--- config.mk ---
export PLATFORM = sky130hd
export DESIGN_NAME = cmp_share_arb_flat
export DESIGN_NICKNAME = d
export VERILOG_FILES = /design/src/rtl/cmp_share_arb_if.sv /design/src/rtl/cmp_share_arb.sv /design/src/flat_wrapper.sv
export SDC_FILE = /design/constraint.sdc
export NUM_CORES = 1
export LEC_CHECK = 0
export BUFFER_PORTS_ARGS = -buffer_cell sky130_fd_sc_hd__buf_2
export CORE_MARGIN = 1.5
export CORE_UTILIZATION = 35
export CTS_BUF_LIST = sky130_fd_sc_hd__clkbuf_4 sky130_fd_sc_hd__clkbuf_8
export DETAILED_ROUTE_END_ITERATION = 10
export PLACE_DENSITY = 0.72
export RECOVER_POWER = 25
export SYNTH_ARGS = -nofsm -noshare
export SYNTH_HDL_FRONTEND = slang
export SYNTH_SLANG_ARGS = --single-unit
--- constraint.sdc ---
create_clock -name clk -period 3.87 [get_ports clk]
set_clock_uncertainty 0.1 [all_clocks]
set_input_delay 0.1935 -clock clk [delete_from_list [all_inputs] [get_ports clk]]
set_output_delay 0.1935 -clock clk [all_outputs]
set_load 0.01 [all_outputs]
--- src/rtl/cmp_share_arb_if.sv ---
// Request/operand/result bundle between the requesters and the shared-comparator arbiter.
// The master side is the requester cluster; the slave side is the arbiter.
interface cmp_share_arb_if #(
    parameter int N = 4,
    parameter int W = 4
);
    logic [N-1:0]   req;
    logic [N*W-1:0] a_bus;
    logic [N*W-1:0] b_bus;
    logic [N-1:0]   gnt;
    logic [N-1:0]   done;
    logic           res_eq;
    logic           res_gt;
    logic           res_lt;
    logic           busy;

    modport master (
        output req, a_bus, b_bus,
        input  gnt, done, res_eq, res_gt, res_lt, busy
    );

    modport slave (
        input  req, a_bus, b_bus,
        output gnt, done, res_eq, res_gt, res_lt, busy
    );
endinterface

--- src/rtl/cmp_share_arb.sv ---
// Round-robin arbiter that time-shares one magnitude comparator among N requesters.
// One compare every three cycles: IDLE picks and latches, GRANT compares, RESULT reports.
module comparator #(
    parameter int W = 4
) (
    input  logic [W-1:0] A,
    input  logic [W-1:0] B,
    output logic         AequalB,
    output logic         greater,
    output logic         lesser
);
    assign AequalB = (A == B);
    assign greater = (A > B);
    assign lesser  = (A < B);
endmodule

// state   | meaning
// IDLE    | scan req from ptr, latch winner operands
// GRANT   | gnt high, comparator evaluates latched operands
// RESULT  | done high, res_* valid, advance ptr
module cmp_share_arb #(
    parameter int N = 4,
    parameter int W = 4
) (
    input  logic             clk,
    input  logic             rst_n,
    cmp_share_arb_if.slave   bus
);
    localparam int PW = (N > 1) ? $clog2(N) : 1;

    typedef enum logic [1:0] {
        S_IDLE   = 2'd0,
        S_GRANT  = 2'd1,
        S_RESULT = 2'd2
    } state_t;

    state_t         state_q, state_d;
    logic [PW-1:0]  ptr_q, ptr_d;
    logic [PW-1:0]  win_q, win_d;
    logic [W-1:0]   op_a_q, op_a_d;
    logic [W-1:0]   op_b_q, op_b_d;
    logic [N-1:0]   gnt_q, gnt_d;
    logic [N-1:0]   done_q, done_d;
    logic           eq_q, eq_d;
    logic           gt_q, gt_d;
    logic           lt_q, lt_d;
    logic           busy_q, busy_d;

    logic           found;
    logic [PW-1:0]  pick;
    logic [PW-1:0]  cand;
    logic           cmp_eq, cmp_gt, cmp_lt;

    comparator #(.W(W)) u_cmp (
        .A       (op_a_q),
        .B       (op_b_q),
        .AequalB (cmp_eq),
        .greater (cmp_gt),
        .lesser  (cmp_lt)
    );

    // First set request at or after ptr, wrapping N-1 -> 0.
    always_comb begin
        found = 1'b0;
        pick  = '0;
        cand  = '0;
        for (int k = 0; k < N; k++) begin
            cand = PW'((int'(ptr_q) + k) % N);
            if (!found && bus.req[cand]) begin
                found = 1'b1;
                pick  = cand;
            end
        end
    end

    always_comb begin
        state_d = state_q;
        ptr_d   = ptr_q;
        win_d   = win_q;
        op_a_d  = op_a_q;
        op_b_d  = op_b_q;
        gnt_d   = '0;
        done_d  = '0;
        eq_d    = eq_q;
        gt_d    = gt_q;
        lt_d    = lt_q;
        unique case (state_q)
            S_IDLE: begin
                if (found) begin
                    win_d       = pick;
                    op_a_d      = bus.a_bus[int'(pick)*W +: W];
                    op_b_d      = bus.b_bus[int'(pick)*W +: W];
                    gnt_d[pick] = 1'b1;
                    state_d     = S_GRANT;
                end
            end
            S_GRANT: begin
                eq_d         = cmp_eq;
                gt_d         = cmp_gt;
                lt_d         = cmp_lt;
                done_d[win_q] = 1'b1;
                state_d      = S_RESULT;
            end
            S_RESULT: begin
                ptr_d   = (win_q == PW'(N-1)) ? '0 : win_q + 1'b1;
                state_d = S_IDLE;
            end
            default: state_d = S_IDLE;
        endcase
        busy_d = (state_d != S_IDLE);
    end

    always_ff @(posedge clk) begin
        if (!rst_n) begin
            state_q <= S_IDLE;
            ptr_q   <= '0;
            win_q   <= '0;
            op_a_q  <= '0;
            op_b_q  <= '0;
            gnt_q   <= '0;
            done_q  <= '0;
            eq_q    <= 1'b0;
            gt_q    <= 1'b0;
            lt_q    <= 1'b0;
            busy_q  <= 1'b0;
        end else begin
            state_q <= state_d;
            ptr_q   <= ptr_d;
            win_q   <= win_d;
            op_a_q  <= op_a_d;
            op_b_q  <= op_b_d;
            gnt_q   <= gnt_d;
            done_q  <= done_d;
            eq_q    <= eq_d;
            gt_q    <= gt_d;
            lt_q    <= lt_d;
            busy_q  <= busy_d;
        end
    end

    assign bus.gnt    = gnt_q;
    assign bus.done   = done_q;
    assign bus.res_eq = eq_q;
    assign bus.res_gt = gt_q;
    assign bus.res_lt = lt_q;
    assign bus.busy   = busy_q;
endmodule

--- src/flat_wrapper.sv ---
// flat-port wrapper written by rule: the top's interface ports become plain ports
module cmp_share_arb_flat 
#(
    parameter int N = 4,
    parameter int W = 4
)
  (clk, rst_n, bus_req, bus_a_bus, bus_b_bus, bus_gnt, bus_done, bus_res_eq, bus_res_gt, bus_res_lt, bus_busy);
  cmp_share_arb_if #(.N(N), .W(W)) bus_i ();
  input  logic clk;
  input  logic rst_n;
  input wire logic [$bits(bus_i.req)-1:0] bus_req;
  input wire logic [$bits(bus_i.a_bus)-1:0] bus_a_bus;
  input wire logic [$bits(bus_i.b_bus)-1:0] bus_b_bus;
  output wire logic [$bits(bus_i.gnt)-1:0] bus_gnt;
  output wire logic [$bits(bus_i.done)-1:0] bus_done;
  output wire logic [$bits(bus_i.res_eq)-1:0] bus_res_eq;
  output wire logic [$bits(bus_i.res_gt)-1:0] bus_res_gt;
  output wire logic [$bits(bus_i.res_lt)-1:0] bus_res_lt;
  output wire logic [$bits(bus_i.busy)-1:0] bus_busy;
  assign bus_i.req = bus_req;
  assign bus_i.a_bus = bus_a_bus;
  assign bus_i.b_bus = bus_b_bus;
  assign bus_gnt = bus_i.gnt;
  assign bus_done = bus_i.done;
  assign bus_res_eq = bus_i.res_eq;
  assign bus_res_gt = bus_i.res_gt;
  assign bus_res_lt = bus_i.res_lt;
  assign bus_busy = bus_i.busy;
  cmp_share_arb #(.N(N), .W(W)) u_core (.clk(clk), .rst_n(rst_n), .bus(bus_i));
endmodule
# Word-level counts from Yosys, hierarchy flattened
# Index checks and enable logic that the tools add are counted.
# word_totals
reg_bits	26
input_bits	38
out_inout_bits	12
elab_cells	67
# classes
n_addsub	4
n_lt_le_gt_ge	10
n_eq_ne	4
shift	2
n_mux	23
reduce_logical	13
# op_table
cell	count
16-bit by 5-bit indexed part select with 4-bit output	2
2-bit by 3-bit < comparator with 1-bit output (second input constant)	6
2-bit two-way mux	6
1-bit two-way mux	10
1-bit binary-select mux with 2-bit select	4
1-bit logical AND	5
2-bit by 1-bit adder with 2-bit output (second input constant)	2
2-bit adder (second input constant)	2
1-bit demux with 2-bit select	2
2-bit == test (second input constant)	2
4-bit == test	1
2-bit by 1-bit greater-or-equal comparator with 1-bit output (second input constant)	2
4-bit greater-than comparator	1
4-bit < comparator	1
2-bit one-hot mux with 2 select lines	1
2-bit AND reduction	2
1-bit zero test	3
3-bit AND reduction	1
2-bit by 1-bit == test with 1-bit output (second input constant)	1
2-bit zero test	1
2-bit nonzero test	1

# Logic depth before layout (Yosys ltp)
# Gate-level depths: netlist of the first run.
# logic_depth
depth_word	16
depth_mapped	7
mapped_depth_nobuf	7

# By module
# From an unflattened synthesis of the first run, not the netlist that was laid out.
# hier_totals
hier_cells	143
area_unflattened_um2	1375.1
# modules_own_cells
module	n_inst	cells_per_inst	area_per_inst_um2
cmp_share_arb	1	127	1246.2
comparator	1	16	128.9

# Worst setup path before layout of the first run
# No wires, ideal clock.
# synth_path
path_type	reg-to-reg
from	register u_core.op_b_q[1]
to	register u_core.lt_q (netlist: u_core.bus.res_lt)
setup_ps	71
t_arrival_ps	1464
required_time_ps	3699
slack_ps	2235
path_stages_with_launch	8
synth_period_minus_slack_ps	1635
path_cell_list	dfxtp_1 -> inv_1 -> ha_1 -> nor2b_1 -> o21a_1 -> o21a_1 -> or3_1 -> a21oi_1
# synth_via
elab_chain_cells	1
# synth_lines
element	line	source
from (decl)	cmp_share_arb.sv:41	logic [W-1:0] op_b_q, op_b_d;
from (signal assigned)	cmp_share_arb.sv:131	op_b_q <= op_b_d;
4-bit < comparator	cmp_share_arb.sv:14	assign lesser = (A < B);
to (signal assigned)	cmp_share_arb.sv:136	lt_q <= lt_d;
to (decl)	cmp_share_arb.sv:46	logic lt_q, lt_d;
# Every way passes these cells.
# A chain may end at the register's enable or synchronous reset.

# Final worst setup path of the first run
# Same ends and word-level chain as after synthesis.

==> results.toml, run 1 <==
[cells_and_area]
diodes = 0
multi_input_area_sq_um = 744
seqCellArea_sq_um = 520
area_growth_pct = 24.2
fillers = 377
layoutNonFillerInstCount = 230
finalInstanceArea_sq_mm = 0.00167
layout-drive-gt1-share = 0.324
fin_nets = 229

[synth]
syn_inst = 133
synth.net_count = 179
synth_xor_area_frac = 0
synth_compound_area_frac = 0.173
yosysWarnings = 0
synth_area_per_cell_sq_um = 10.1
ys_ff_latch = 26
synth_adder_area_share = 0.0745
netlist_area_sq_mm = 0.00134
synth_cell_type_count = 27
synth_top_family_by_area = "compound AO/OA/AOI/OAI gates"
synth_mux_area_frac = 0.134
ys_seq_area_frac = 0.387
synth-simple-area-share = 0.172

[clock_tree]
cts_buffers = 3
cts_sinks = 26
clk_latency_ns = 0.27
clk_path_buf_depth = 2
postCtsSetupRepairBufs = 0
htree_num_levels = 1
cts.root.buffer_cell = "clkbuf_8"
postCtsHoldBufs = 0
clkTransAtPathRegs_ns = 0.09
tritoncts = "built"
cts_resized = 0

[worst_setup_path]
end_kind = "flip-flop"
slowest_stage = "dfxtp_1"
crit_required_ns = 3.96
critPathKind = "reg -> reg"
cp_cell_sequence = "inv_1 -> ha_1 -> nor2b_1 -> o21a_1 -> o21a_1 -> or3_1 -> a21oi_1"
worstPathArrival_ns = 1.85
crit_top_cell = "o21a_1"
slowest_delay_ns = 0.34
critPathLaunchType = "flip-flop"
crit_fanout = 2

[sta]
setup_tns_ns = 0
slew-limit-headroom = 0.657
clock.fmax_mhz = 569
max_slew.worst_pin.slew_ns = 0.512
report.final.slew_viol_count = 0
rsz0062_at_grt = "no"
post-route-min-period_ns = 1.76
fin_crit_sh = 0.454
finalSetupViolations = 0
final-hold-violation-count = 0

[global_route]
grt_max_degree = 21
grt_pass1_wl_mm = 4.34
antenna_found_initial = 0
overflow = 0
grt_usage = 0.131
grt_pass1_vias = 1047

[status]
status = "finished, final reports clean"

[placed_design]
dp.cells = 226
dpl-instance-area_sq_mm = 0.00161
hpwl_mm = 1.92
place_congestion = 0.725
numPortBuffers = 49

[die]
ioPinCount = 50
core.rowCount = 22
fp.dieW_um = 65.0
fp.dieH_um = 65.0
dieArea_sq_mm = 0.00422
start_util = 0.367
core_sq_mm = 0.00366

[detailed_routing]
wl_mm = 2.50
wl_per_cell_um = 10.9
firstDrtPassIters = 4
drtIter0Drc = 15
drtAntennaViolNets = 0
drcViolationCount = 0
vias = 1059
vias_per_cell = 4.60

[pwr]
totalPowerFinal_uw = 676
powerDensity_mw_per_mm2 = 405
peakVddDrop_mv = 0.240
p_leak_nw = 0.726

[min_path]
min_path_type = "in -> reg"

[run]
max_cap_viol_count = 0
cell usage in the layout (no fill, tap or decap), drive strengths merged, types with 3 or more instances in the layout:
cell type / n
buf: 41
nand2: 16
a21oi: 10
nand2b: 4
or3: 3
mux2i: 18
o221ai: 8
inv: 10
dfxtp: 26
nor2: 11
ha: 8
clkbuf: 11
and3: 4
registers in the layout, indices dropped and copies added, names as in the netlist, 2 cells and up:
signal / count
u_core.state_q: 2
u_core.op_a_q: 4
u_core.bus.gnt: 4
u_core.op_b_q: 4
u_core.win_q: 2
u_core.ptr_q: 2
u_core.bus.done: 4
critical path, delay by kind of cell (launching register included):
kind / cells / cell delay [ns]
buf+inv: 1 / 0.04
fa+ha+maj: 1 / 0.30
flops: 1 / 0.34
compound gates: 3 / 0.47
simple gates: 2 / 0.44
where the power goes:
group          switching (mW)  internal (mW)
Clock                  0.0820          0.138
Sequential             0.0137          0.291
Combinational          0.0786         0.0724
Total                   0.174          0.502
final cells by class:
class | instances | share of cell area
multi-input combinational | 93 | 0.446
sequential | 26 | 0.312
timing repair buffer | 49 | 0.141
tap | 48 | 0.0360
clock buffer | 3 | 0.0247
inverter | 10 | 0.0225
clock inverter | 1 | 0.0180
stage by stage:
step | util | hold slack, ns | worst slack [ns]
2_1_floorplan | - | 0.239 | 2.24
4_1_cts | 0.459 | 0.0920 | 2.10
6_report | 0.456 | 0.0994 | 2.11
5_1_grt | 0.456 | 0.0966 | 2.00
3_3_place_gp | 0.439 | 0.352 | 2.15
3_5_place_dp | 0.439 | 0.349 | 2.13
Yosys cell counts:
cell type,number,share of area
a21oi_1,10,0.037
a311oi_2,1,0.011
and3_1,4,0.019
buf_6,2,0.017
buf_8,1,0.011
clkbuf_1,1,0.0028
dfxtp_1,26,0.39
ha_1,8,0.074
inv_1,10,0.028
mux2i_1,18,0.13
nand2_1,15,0.042
nand2_2,1,0.0047
nand2b_1,3,0.014
nand2b_4,1,0.010
nand4_1,1,0.0047
nor2_1,10,0.028
nor2_8,1,0.015
nor2b_1,2,0.0093
nor3_1,1,0.0037
nor4_1,1,0.0047
o211ai_1,1,0.0056
o21a_1,2,0.011
o21ai_1,1,0.0037
o221ai_2,8,0.089
o2bb2a_4,1,0.015
or3_1,2,0.0093
or3_4,1,0.0084
worst paths after layout:
kind	cells after the start	slack, ns	to	start
max	7	2.11	u_core.bus.res_lt	u_core.op_b_q[1]
min	2	0.1	u_core.bus.done[2]	rst_n
max reg2reg	7	2.11	u_core.bus.res_lt	u_core.op_b_q[1]
min reg2reg	2	0.37	u_core.bus.res_gt	u_core.bus.res_gt
routing by layer:
metal	up-vias	track usage	wire length, um	share of wire
li1	570	-	-	-
met1	464	0.155	1130	0.45
met2	23	0.232	1240	0.50
met3	2	0.0382	102	0.041
met4	0	0.0319	27	0.011
met5	-	0	0	0
cells by family after synthesis:
family,Yosys count
AO/OA/AOI/OAI,24
adder cells (fa/ha/maj),8
buffers and inverters,14
flip-flops,26
multiplexers,18
AND/OR/NAND/NOR,43
(Power assumes the default switching activity.)
==> inputs of run 2 (changes only) <==
Settings changed: PLACE_DENSITY 0.72 to 0.74.
Clock period 3.87 ns to 1.6 ns, I/O delays scaled along.
==> run 2 against run 1 <==
Net effect: the flow now finishes with violations (setup timing); maximum frequency rose by 6.5%; global-route usage up 0.79 points; first-iteration DRC count rose to 2.6 times the previous value; core utilization up 6.9 points; via count grew 6.9%; worst setup slack worse by 2.2 ns; worst hold slack got worse by 0.075 ns; cell count rose by 5.7%.
==> results.toml, run 2 (synthesis results as in run 1) <==
[status]
violations = "setup timing"
status = "complete, but fails checks"

[detailed_routing]
drcViolationCount = 0
firstDrtPassIters = 4
drtAntennaViolNets = 0
vias_per_cell = 4.66
vias = 1132
drtIter0Drc = 39
wl_mm = 2.89
wl_per_cell_um = 11.9

[cells_and_area]
fin_nets = 242
fillers = 336
diodes = 0
area_growth_pct = 42.9
layout-drive-gt1-share = 0.456
final_cell_mix = "buf_2, dfxtp_1, nand2_1, mux2i_1, nor2_1"
layout_commonest_cell = "buf_2"

[placed_design]
preCtsSetupSlack_ns = -0.129
numPortBuffers = 49
place_congestion = 0.748
hpwl_mm = 2.07

[sta]
fin_crit_sh = 1.03
post-route-min-period_ns = 1.65
rsz0062_at_grt = "yes"
clock.fmax_mhz = 606
setup_tns_ns = -0.0496
final-hold-violation-count = 0
report.final.slew_viol_count = 0
finalSetupViolations = 1
fin_hold_ws_ns = 0.0239
max_slew.worst_pin.slew_ns = 0.382
slew-limit-headroom = 0.743
fin_ws_ns = -0.0496

[pwr]
p_clk_frac = 0.302
pwr-share-comb = 0.275
internal_power_mw = 1.29
powerDensity_mw_per_mm2 = 914
p_leak_nw = 0.812
p_sw_uw = 462
p_sw_frac = 0.264
pwr-share-seq = 0.422
peakVddDrop_mv = 0.403

[min_path]
min_path_type = "in -> reg"

[clock_tree]
cts_sinks = 26
tritoncts = "built"
clk_path_buf_depth = 2
htree_num_levels = 1
clkTransAtPathRegs_ns = 0.09
cts.root.buffer_cell = "clkbuf_8"
clk_latency_ns = 0.26
cts_buffers = 3

[die]
fp.dieW_um = 65.0
core.rowCount = 22
core_sq_mm = 0.00366
fp.dieH_um = 65.0
ioPinCount = 50
dieArea_sq_mm = 0.00422
start_util = 0.367

[worst_setup_path]
crit_required_ns = 1.70
critPathKind = "reg -> reg"
end_kind = "flip-flop"
critPathLaunchType = "flip-flop"
worstPathArrival_ns = 1.75
crit_fanout = 2

[global_route]
grt_pass1_wl_mm = 4.60
grt_pass1_vias = 1088
grt_max_degree = 16
grt_usage = 0.139
overflow = 0
antenna_found_initial = 0

[run]
max_cap_viol_count = 0
[run 2: path summary, 6_finish.rpt]
| path | endpoint | startpoint | depth (start not counted) | slack [ns] |
|---|---|---|---|---|
| min reg2reg | u_core.bus.res_gt | u_core.bus.res_gt | 2 | 0.37 |
| min | u_core.op_a_q[1] | bus_a_bus[5] | 3 | 0.02 |
| max | u_core.bus.res_lt | u_core.op_b_q[1] | 7 | -0.05 |
| max reg2reg | u_core.bus.res_lt | u_core.op_b_q[1] | 7 | -0.05 |
[run 2: layout make-up]
| type | count | area [sq um] | share of cell area |
|---|---|---|---|
| Clock buffer | 3 | 41.3 | 0.0215 |
| Multi-Input combinational cell | 94 | 868 | 0.452 |
| Timing Repair Buffer | 61 | 358 | 0.186 |
| Sequential cell | 26 | 526 | 0.274 |
| Clock inverter | 1 | 30.0 | 0.0156 |
| Tap cell | 48 | 60.1 | 0.0313 |
| Inverter | 10 | 37.5 | 0.0195 |
[run 2: worst max-delay path, stage by stage (launching register included)]
cell,delay (ns)
dfxtp_2,0.34
inv_2,0.04
ha_4,0.20
nor2b_1,0.12
o21a_1,0.15
o21a_1,0.17
or3_1,0.33
a21oi_2,0.13
[run 2: power groups by stage]
| stage | sequential (mW) | clock (mW) | combinational, mW |
|---|---|---|---|
| 2_1_floorplan | 0.757 | 0 | 0.267 |
| 3_3_place_gp | 0.752 | 0 | 0.400 |
| 3_5_place_dp | 0.752 | 0 | 0.408 |
| 4_1_cts | 0.741 | 0.542 | 0.431 |
| 5_1_grt | 0.749 | 0.566 | 0.538 |
| 6_report | 0.741 | 0.530 | 0.483 |
[run 2: metal layers]
| layer | vias to the layer above | track usage | routed length, um |
|---|---|---|---|
| met3 | 4 | 0.0104 | 92 |
| met2 | 23 | 0.249 | 1480 |
| met5 | - | 0 | 0 |
| met1 | 506 | 0.171 | 1270 |
| li1 | 599 | - | - |
| met4 | 0 | 0.0559 | 43 |
[run 2: metrics by stage]
stage / instance area [sq um] / cells / utilization / power (mW)
floorplan: 1350 / 133 / - / 1.02
global placement: 1690 / 235 / 0.461 / 1.15
detailed placement: 1690 / 235 / 0.461 / 1.16
CTS: 1810 / 242 / 0.494 / 1.71
global route: 1920 / 243 / 0.525 / 1.85
finish: 1920 / 243 / 0.525 / 1.75
[run 2: repair_timing]
item,4_1_cts,5_1_grt
gates cloned,1,1
resized for setup,5,19
pin swaps,3,2
setup endpoints to repair,10,8
buffers inserted,1,0
endpoints found under the hold margin,3,0
hold buffers,1,0
